## src/rtl/if_stage.sv

```systemverilog
// Instruction-fetch stage with IF/ID pipeline register: one word fetch per
// instruction from a variable-latency imem, one-entry stall buffer, flush squash.
module if_stage #(
  parameter logic [31:0] NOP_INSTR = 32'h0000_0000
) (
  input  logic        clk,
  input  logic        rst,
  input  logic [31:0] pc_in,
  input  logic        halt,
  input  logic        stall,
  input  logic        flush,
  output logic        imem_req,
  output logic [31:0] imem_addr,
  input  logic        imem_ack,
  input  logic [31:0] imem_rdata,
  output logic        valid_id,
  output logic [31:0] instr_id,
  output logic [31:0] pc_if_id,
  output logic        fetch_busy,
  output logic [31:0] fetch_count
);

  typedef enum logic [1:0] {S_IDLE, S_WAIT, S_HOLD} state_e;

  state_e      state_q, state_d;
  logic        req_q, req_d;
  logic [31:0] addr_q, addr_d;
  logic        valid_q, valid_d;
  logic [31:0] instr_q, instr_d;
  logic [31:0] pc_q, pc_d;
  logic [31:0] count_q, count_d;
  logic [31:0] buf_word_q, buf_word_d;
  logic [31:0] buf_addr_q, buf_addr_d;
  logic        flush_pend_q, flush_pend_d;

  logic        kill_ack;
  logic        deliver;
  logic [31:0] dlv_word, dlv_addr;

  // A flush seen earlier in WAIT still kills the word when it finally arrives.
  assign kill_ack = flush | flush_pend_q;

  always_ff @(posedge clk) begin
    if (rst) begin
      state_q      <= S_IDLE;
      req_q        <= 1'b0;
      addr_q       <= '0;
      valid_q      <= 1'b0;
      instr_q      <= NOP_INSTR;
      pc_q         <= '0;
      count_q      <= '0;
      buf_word_q   <= '0;
      buf_addr_q   <= '0;
      flush_pend_q <= 1'b0;
    end else begin
      state_q      <= state_d;
      req_q        <= req_d;
      addr_q       <= addr_d;
      valid_q      <= valid_d;
      instr_q      <= instr_d;
      pc_q         <= pc_d;
      count_q      <= count_d;
      buf_word_q   <= buf_word_d;
      buf_addr_q   <= buf_addr_d;
      flush_pend_q <= flush_pend_d;
    end
  end

  always_comb begin
    state_d = state_q;
    unique case (state_q)
      S_IDLE: if (!halt && !flush) state_d = S_WAIT;
      S_WAIT: if (imem_ack) begin
        if (kill_ack)   state_d = S_IDLE;
        else if (stall) state_d = S_HOLD;
        else            state_d = S_IDLE;
      end
      S_HOLD: if (flush || !stall) state_d = S_IDLE;
      default:          state_d = S_IDLE;
    endcase
  end

  always_comb begin
    req_d        = req_q;
    addr_d       = addr_q;
    buf_word_d   = buf_word_q;
    buf_addr_d   = buf_addr_q;
    flush_pend_d = flush_pend_q;
    deliver      = 1'b0;
    dlv_word     = imem_rdata;
    dlv_addr     = addr_q;
    unique case (state_q)
      S_IDLE: if (!halt && !flush) begin
        req_d  = 1'b1;
        addr_d = pc_in;
      end
      S_WAIT: begin
        if (imem_ack) begin
          req_d        = 1'b0;
          flush_pend_d = 1'b0;
          if (!kill_ack) begin
            if (stall) begin
              buf_word_d = imem_rdata;
              buf_addr_d = addr_q;
            end else begin
              deliver = 1'b1;
            end
          end
        end else if (flush) begin
          flush_pend_d = 1'b1;
        end
      end
      S_HOLD: if (!flush && !stall) begin
        deliver  = 1'b1;
        dlv_word = buf_word_q;
        dlv_addr = buf_addr_q;
      end
      default: ;
    endcase

    // IF/ID priority: flush > stall > deliver > bubble
    valid_d = 1'b0;
    instr_d = NOP_INSTR;
    pc_d    = pc_q;
    count_d = count_q;
    if (!flush) begin
      if (stall) begin
        valid_d = valid_q;
        instr_d = instr_q;
      end else if (deliver) begin
        valid_d = 1'b1;
        instr_d = dlv_word;
        pc_d    = dlv_addr;
        count_d = count_q + 32'd1;
      end
    end
  end

  assign imem_req    = req_q;
  assign imem_addr   = addr_q;
  assign valid_id    = valid_q;
  assign instr_id    = instr_q;
  assign pc_if_id    = pc_q;
  assign fetch_count = count_q;
  assign fetch_busy  = (state_q != S_IDLE);

endmodule

```

## config.mk

```make
export PLATFORM = sky130hd
export DESIGN_NAME = if_stage
export DESIGN_NICKNAME = d
export VERILOG_FILES = /design/src/rtl/if_stage.sv
export SDC_FILE = /design/constraint.sdc
export NUM_CORES = 1
export LEC_CHECK = 0
export CORE_AREA = 2 2 162 164
export DETAILED_ROUTE_END_ITERATION = 10
export DIE_AREA = 0 0 164 166
export PLACE_DENSITY = 0.62
export SYNTH_ARGS = -nofsm -noshare
export SYNTH_HDL_FRONTEND = slang
export SYNTH_SLANG_ARGS = --single-unit
```

## constraint.sdc

```tcl
create_clock -name clk -period 3.5 [get_ports clk]
set_input_delay 0.7 -clock clk [delete_from_list [all_inputs] [get_ports clk]]
set_output_delay 0.7 -clock clk [all_outputs]
set_load 0.01 [all_outputs]
```

==> run_results.csv <==
group,metric,value,unit
route,detailedRoute.firstIterationViolations,386,
sta,worstMarginPinSlew,0.861,ns
route,wl,22200,µm
global_routing,number_of_global_route_vias_before_repair,6509,
place,gpl.final_weighted_congestion,0.753,
cts,cts-root-to-sink-buffers,2,
cts,cts_tree,"done",
cts,tritoncts_num_sinks,197,
final_layout,fillCellCount,2526,
route,dr_total_vias,6969,
cts,cts_setup_buffers,0,
run_status,outcome,"finished, final reports clean",
cts,tritoncts.num_buffers,17,
sta,slew_headroom,0.426,
sta,hold_viol_final,0,
sta,setup-violations-final,0,
route,drt-wirelength-per-cell,15.4,µm
synthesis,postSynth.topFlopCell,"sky130_fd_sc_hd__dfxtp_1",
synthesis,synth.yosys.seq_area_share,0.488,
setup_path,crit_chain,"clkdlybuf4s50_1, nor3b_4, o211ai_2, nor4b_1, mux2_2",
cts,post_cts_resize_count,0,
synthesis,netlist_top_cells_area,"sky130_fd_sc_hd__dfxtp_1 (49%), sky130_fd_sc_hd__nand2_1 (9.4%), sky130_fd_sc_hd__a21oi_1 (6.8%)",
cts,clk_pin_slew,0.08,ns
route,vias_per_cell,4.83,
synthesis,synth_cells,939,
floorplan,chipHeight,166,µm
sta,timing.final.max_slew_violations,0,
final_layout,drive_above_1_share,0.0903,
run,max_cap_violations,0,
setup_path,critical-path-slowest-cell,"sky130_fd_sc_hd__clkdlybuf4s50_1",
floorplan,start_util,0.315,
sta,finalCriticalPeriod,2.69,ns
floorplan,floorplan.die.width,164,µm
final_layout,diodes,0,
global_routing,grt_max_degree,96,
setup_path,cp_data_arrival_time,3.00,ns
floorplan,io-pin-count,201,
final_layout,multi_input_area,0.00380,mm²
synthesis,synth-async-reset-ratio,0,
route,ant_nets,0,
setup_path,setup.worst_path.end_class,"flip-flop",
power_and_ir_drop,cellLeakagePower,3.52,nW
final_layout,sequential_cell_area,0.00394,mm²
synthesis,most_frequently_used_cell_type_in_the_post_synthesis_netlist,"sky130_fd_sc_hd__nand2_1",
synthesis,share_of_the_synthesized_area_in_the_top_cell_type,0.488,
floorplan,design.die.area,0.0272,mm²
setup_path,critPathMaxFanout,20,
synthesis,largest_area_contributor_in_the_netlist,"sky130_fd_sc_hd__dfxtp_1",
setup_path,cpPeakStageDelay,0.59,ns
place,numPortBuffers,200,
sta,post_route_setup_tns,0,ns
final_layout,area_growth_syn_to_layout,35.7,%
power_and_ir_drop,power.ir.vdd_worst,0.340,mV
final_layout,fin_nets,1168,
cts,hold_buffers,0,
synthesis,ys_ff_latch,197,
setup_path,timing.reg2reg.setup_slack,1.05,ns
setup_path,type_of_the_worst_setup_path,"in -> reg",
global_routing,grt_first_pass_wirelength,35000,µm
final_layout,fin_util,0.428,
synthesis,syn_area_per_cell,8.61,µm²
cts,cts-root-buf,"sky130_fd_sc_hd__clkbuf_16",
route,drt_drc_violations_left,0,
global_routing,gr-total-overflow,0,
sta,setup_ws,0.812,ns
cts,cts-htree-levels,4,
global_routing,grtUsageTotal,0.160,
synthesis,postSynthNetCount,1013,
synthesis,number_of_distinct_library_cells_after_synthesis,44,
sta,grt_setup_unrepaired,"no",
floorplan,coreArea,0.0256,mm²
place,detailedPlacementHpwl,14300,µm
synthesis,yosys-top-cells-count,"sky130_fd_sc_hd__nand2_1 (202), sky130_fd_sc_hd__dfxtp_1 (197), sky130_fd_sc_hd__a21oi_1 (109)",
cts,worst_skew_pair.late_latency,0.43,ns
power_and_ir_drop,pwr_density_cell,435,mW/mm²
setup_path,endpoint_required_time_on_the_critical_path,3.82,ns
synthesis,yosysWarnings,0,
route,detailedRoute.firstPassIterationCount,6,
global_routing,initial_antenna_violation_count,0,
synthesis,number_of_synthesized_flops_with_an_enable_pin,0,
sta,fmax,0.372,GHz
floorplan,placementRows,59,
worst_hold_path,holdCritPathClass,"reg -> reg",
sta,fin_crit_sh,0.768,
sta,finalClockSkew,0.0126,ns
place,post-place-ws,0.386,ns
synthesis,total_standard_cell_area_after_synthesis,0.00808,mm²
setup_path,timing.critical_path.from_type,"input port",
[final cells by class]
type	count	share of cell area
clock buffers	17	0.0388
clock inverters	15	0.0187
inverters	7	0.00240
multi-input cells	658	0.346
flip-flops and latches	197	0.360
well taps	335	0.0382
repair buffers	213	0.196
[where the power goes]
part / switching, W / internal, W / leakage, nW / total (W)
Combinational: 0.000200 / 0.000193 / 1.63 / 0.000392
Clock: 0.00102 / 0.00105 / 0.305 / 0.00207
Sequential: 0.0000326 / 0.00228 / 1.59 / 0.00231
Total: 0.00125 / 0.00352 / 3.52 / 0.00477
[stage by stage]
step	cells	instance area [µm²]	hold WS, ns	total power [W]
floorplan	939	8080	0.433	0.00255
global placement	1410	10300	0.438	0.00276
detailed placement	1410	10300	0.445	0.00276
CTS	1442	11000	0.456	0.00485
global route	1442	11000	0.471	0.00496
finish	1442	11000	0.453	0.00477
[registers in the layout, summed over array words and instances, names as in the netlist, 2 cells and up]
| name | cells |
|---|---|
| instr_id | 32 |
| pc_if_id | 32 |
| buf_addr_q | 32 |
| imem_addr | 32 |
| fetch_count | 32 |
| buf_word_q | 32 |
| state_q | 2 |
[layout by cell type (no fill, tap or decap), types with 3 or more instances in the layout]
cell type,Yosys,final
sky130_fd_sc_hd__xor2_1,4,4
sky130_fd_sc_hd__nor2_1,92,92
sky130_fd_sc_hd__nor3_1,4,3
sky130_fd_sc_hd__ha_1,4,4
sky130_fd_sc_hd__o2111ai_1,4,4
sky130_fd_sc_hd__nand2_1,202,202
sky130_fd_sc_hd__clkbuf_16,0,17
sky130_fd_sc_hd__and4_1,5,5
sky130_fd_sc_hd__o21ai_0,7,7
sky130_fd_sc_hd__nand4_1,12,12
sky130_fd_sc_hd__or4_1,4,4
sky130_fd_sc_hd__clkinv_8,0,5
sky130_fd_sc_hd__inv_6,0,3
sky130_fd_sc_hd__clkdlybuf4s50_1,0,199
sky130_fd_sc_hd__nand3b_1,3,3
sky130_fd_sc_hd__and3_1,4,4
sky130_fd_sc_hd__a21oi_1,109,109
sky130_fd_sc_hd__buf_12,0,4
sky130_fd_sc_hd__a211oi_1,33,33
sky130_fd_sc_hd__or3_1,7,7
sky130_fd_sc_hd__nor4_1,8,8
sky130_fd_sc_hd__mux2i_1,34,34
sky130_fd_sc_hd__mux2_2,47,47
sky130_fd_sc_hd__dfxtp_1,197,197
sky130_fd_sc_hd__nand3_1,9,9
sky130_fd_sc_hd__o31ai_1,4,4
sky130_fd_sc_hd__inv_1,7,7
sky130_fd_sc_hd__nor2b_1,13,13
sky130_fd_sc_hd__inv_8,0,3
sky130_fd_sc_hd__buf_4,2,9
sky130_fd_sc_hd__a22oi_1,32,32
[worst paths after layout]
| path | cells past startpoint | endpoint | from |
|---|---|---|---|
| max | 5 | fetch_count[25] | flush |
| min | 2 | buf_word_q[27] | buf_word_q[27] |
| max reg2reg | 6 | fetch_count[25] | state_q[1] |
| min reg2reg | 2 | buf_word_q[27] | buf_word_q[27] |
[metal layers]
layer / wire [µm] / global-route usage
met1: 10300 / 0.206
met2: 10100 / 0.253
met3: 1360 / 0.0547
met4: 402 / 0.0446
met5: 0 / 0
[critical path, delay by kind of cell]
family                 cells  cell delay (ns)
buffers and inverters      1             0.59
AOI/OAI and AO/OA          1             0.45
muxes                      1             0.37
and+or+nand+nor            2             0.88
[cell families after synthesis]
group	Yosys count	share of synthesized area
compound gates	196	0.148
mux	81	0.108
buf+inv	84	0.0443
fa+ha+maj	4	0.00619
flops	197	0.488
xor+xnor	5	0.00542
simple gates	372	0.200
(Power assumes the default switching activity.)
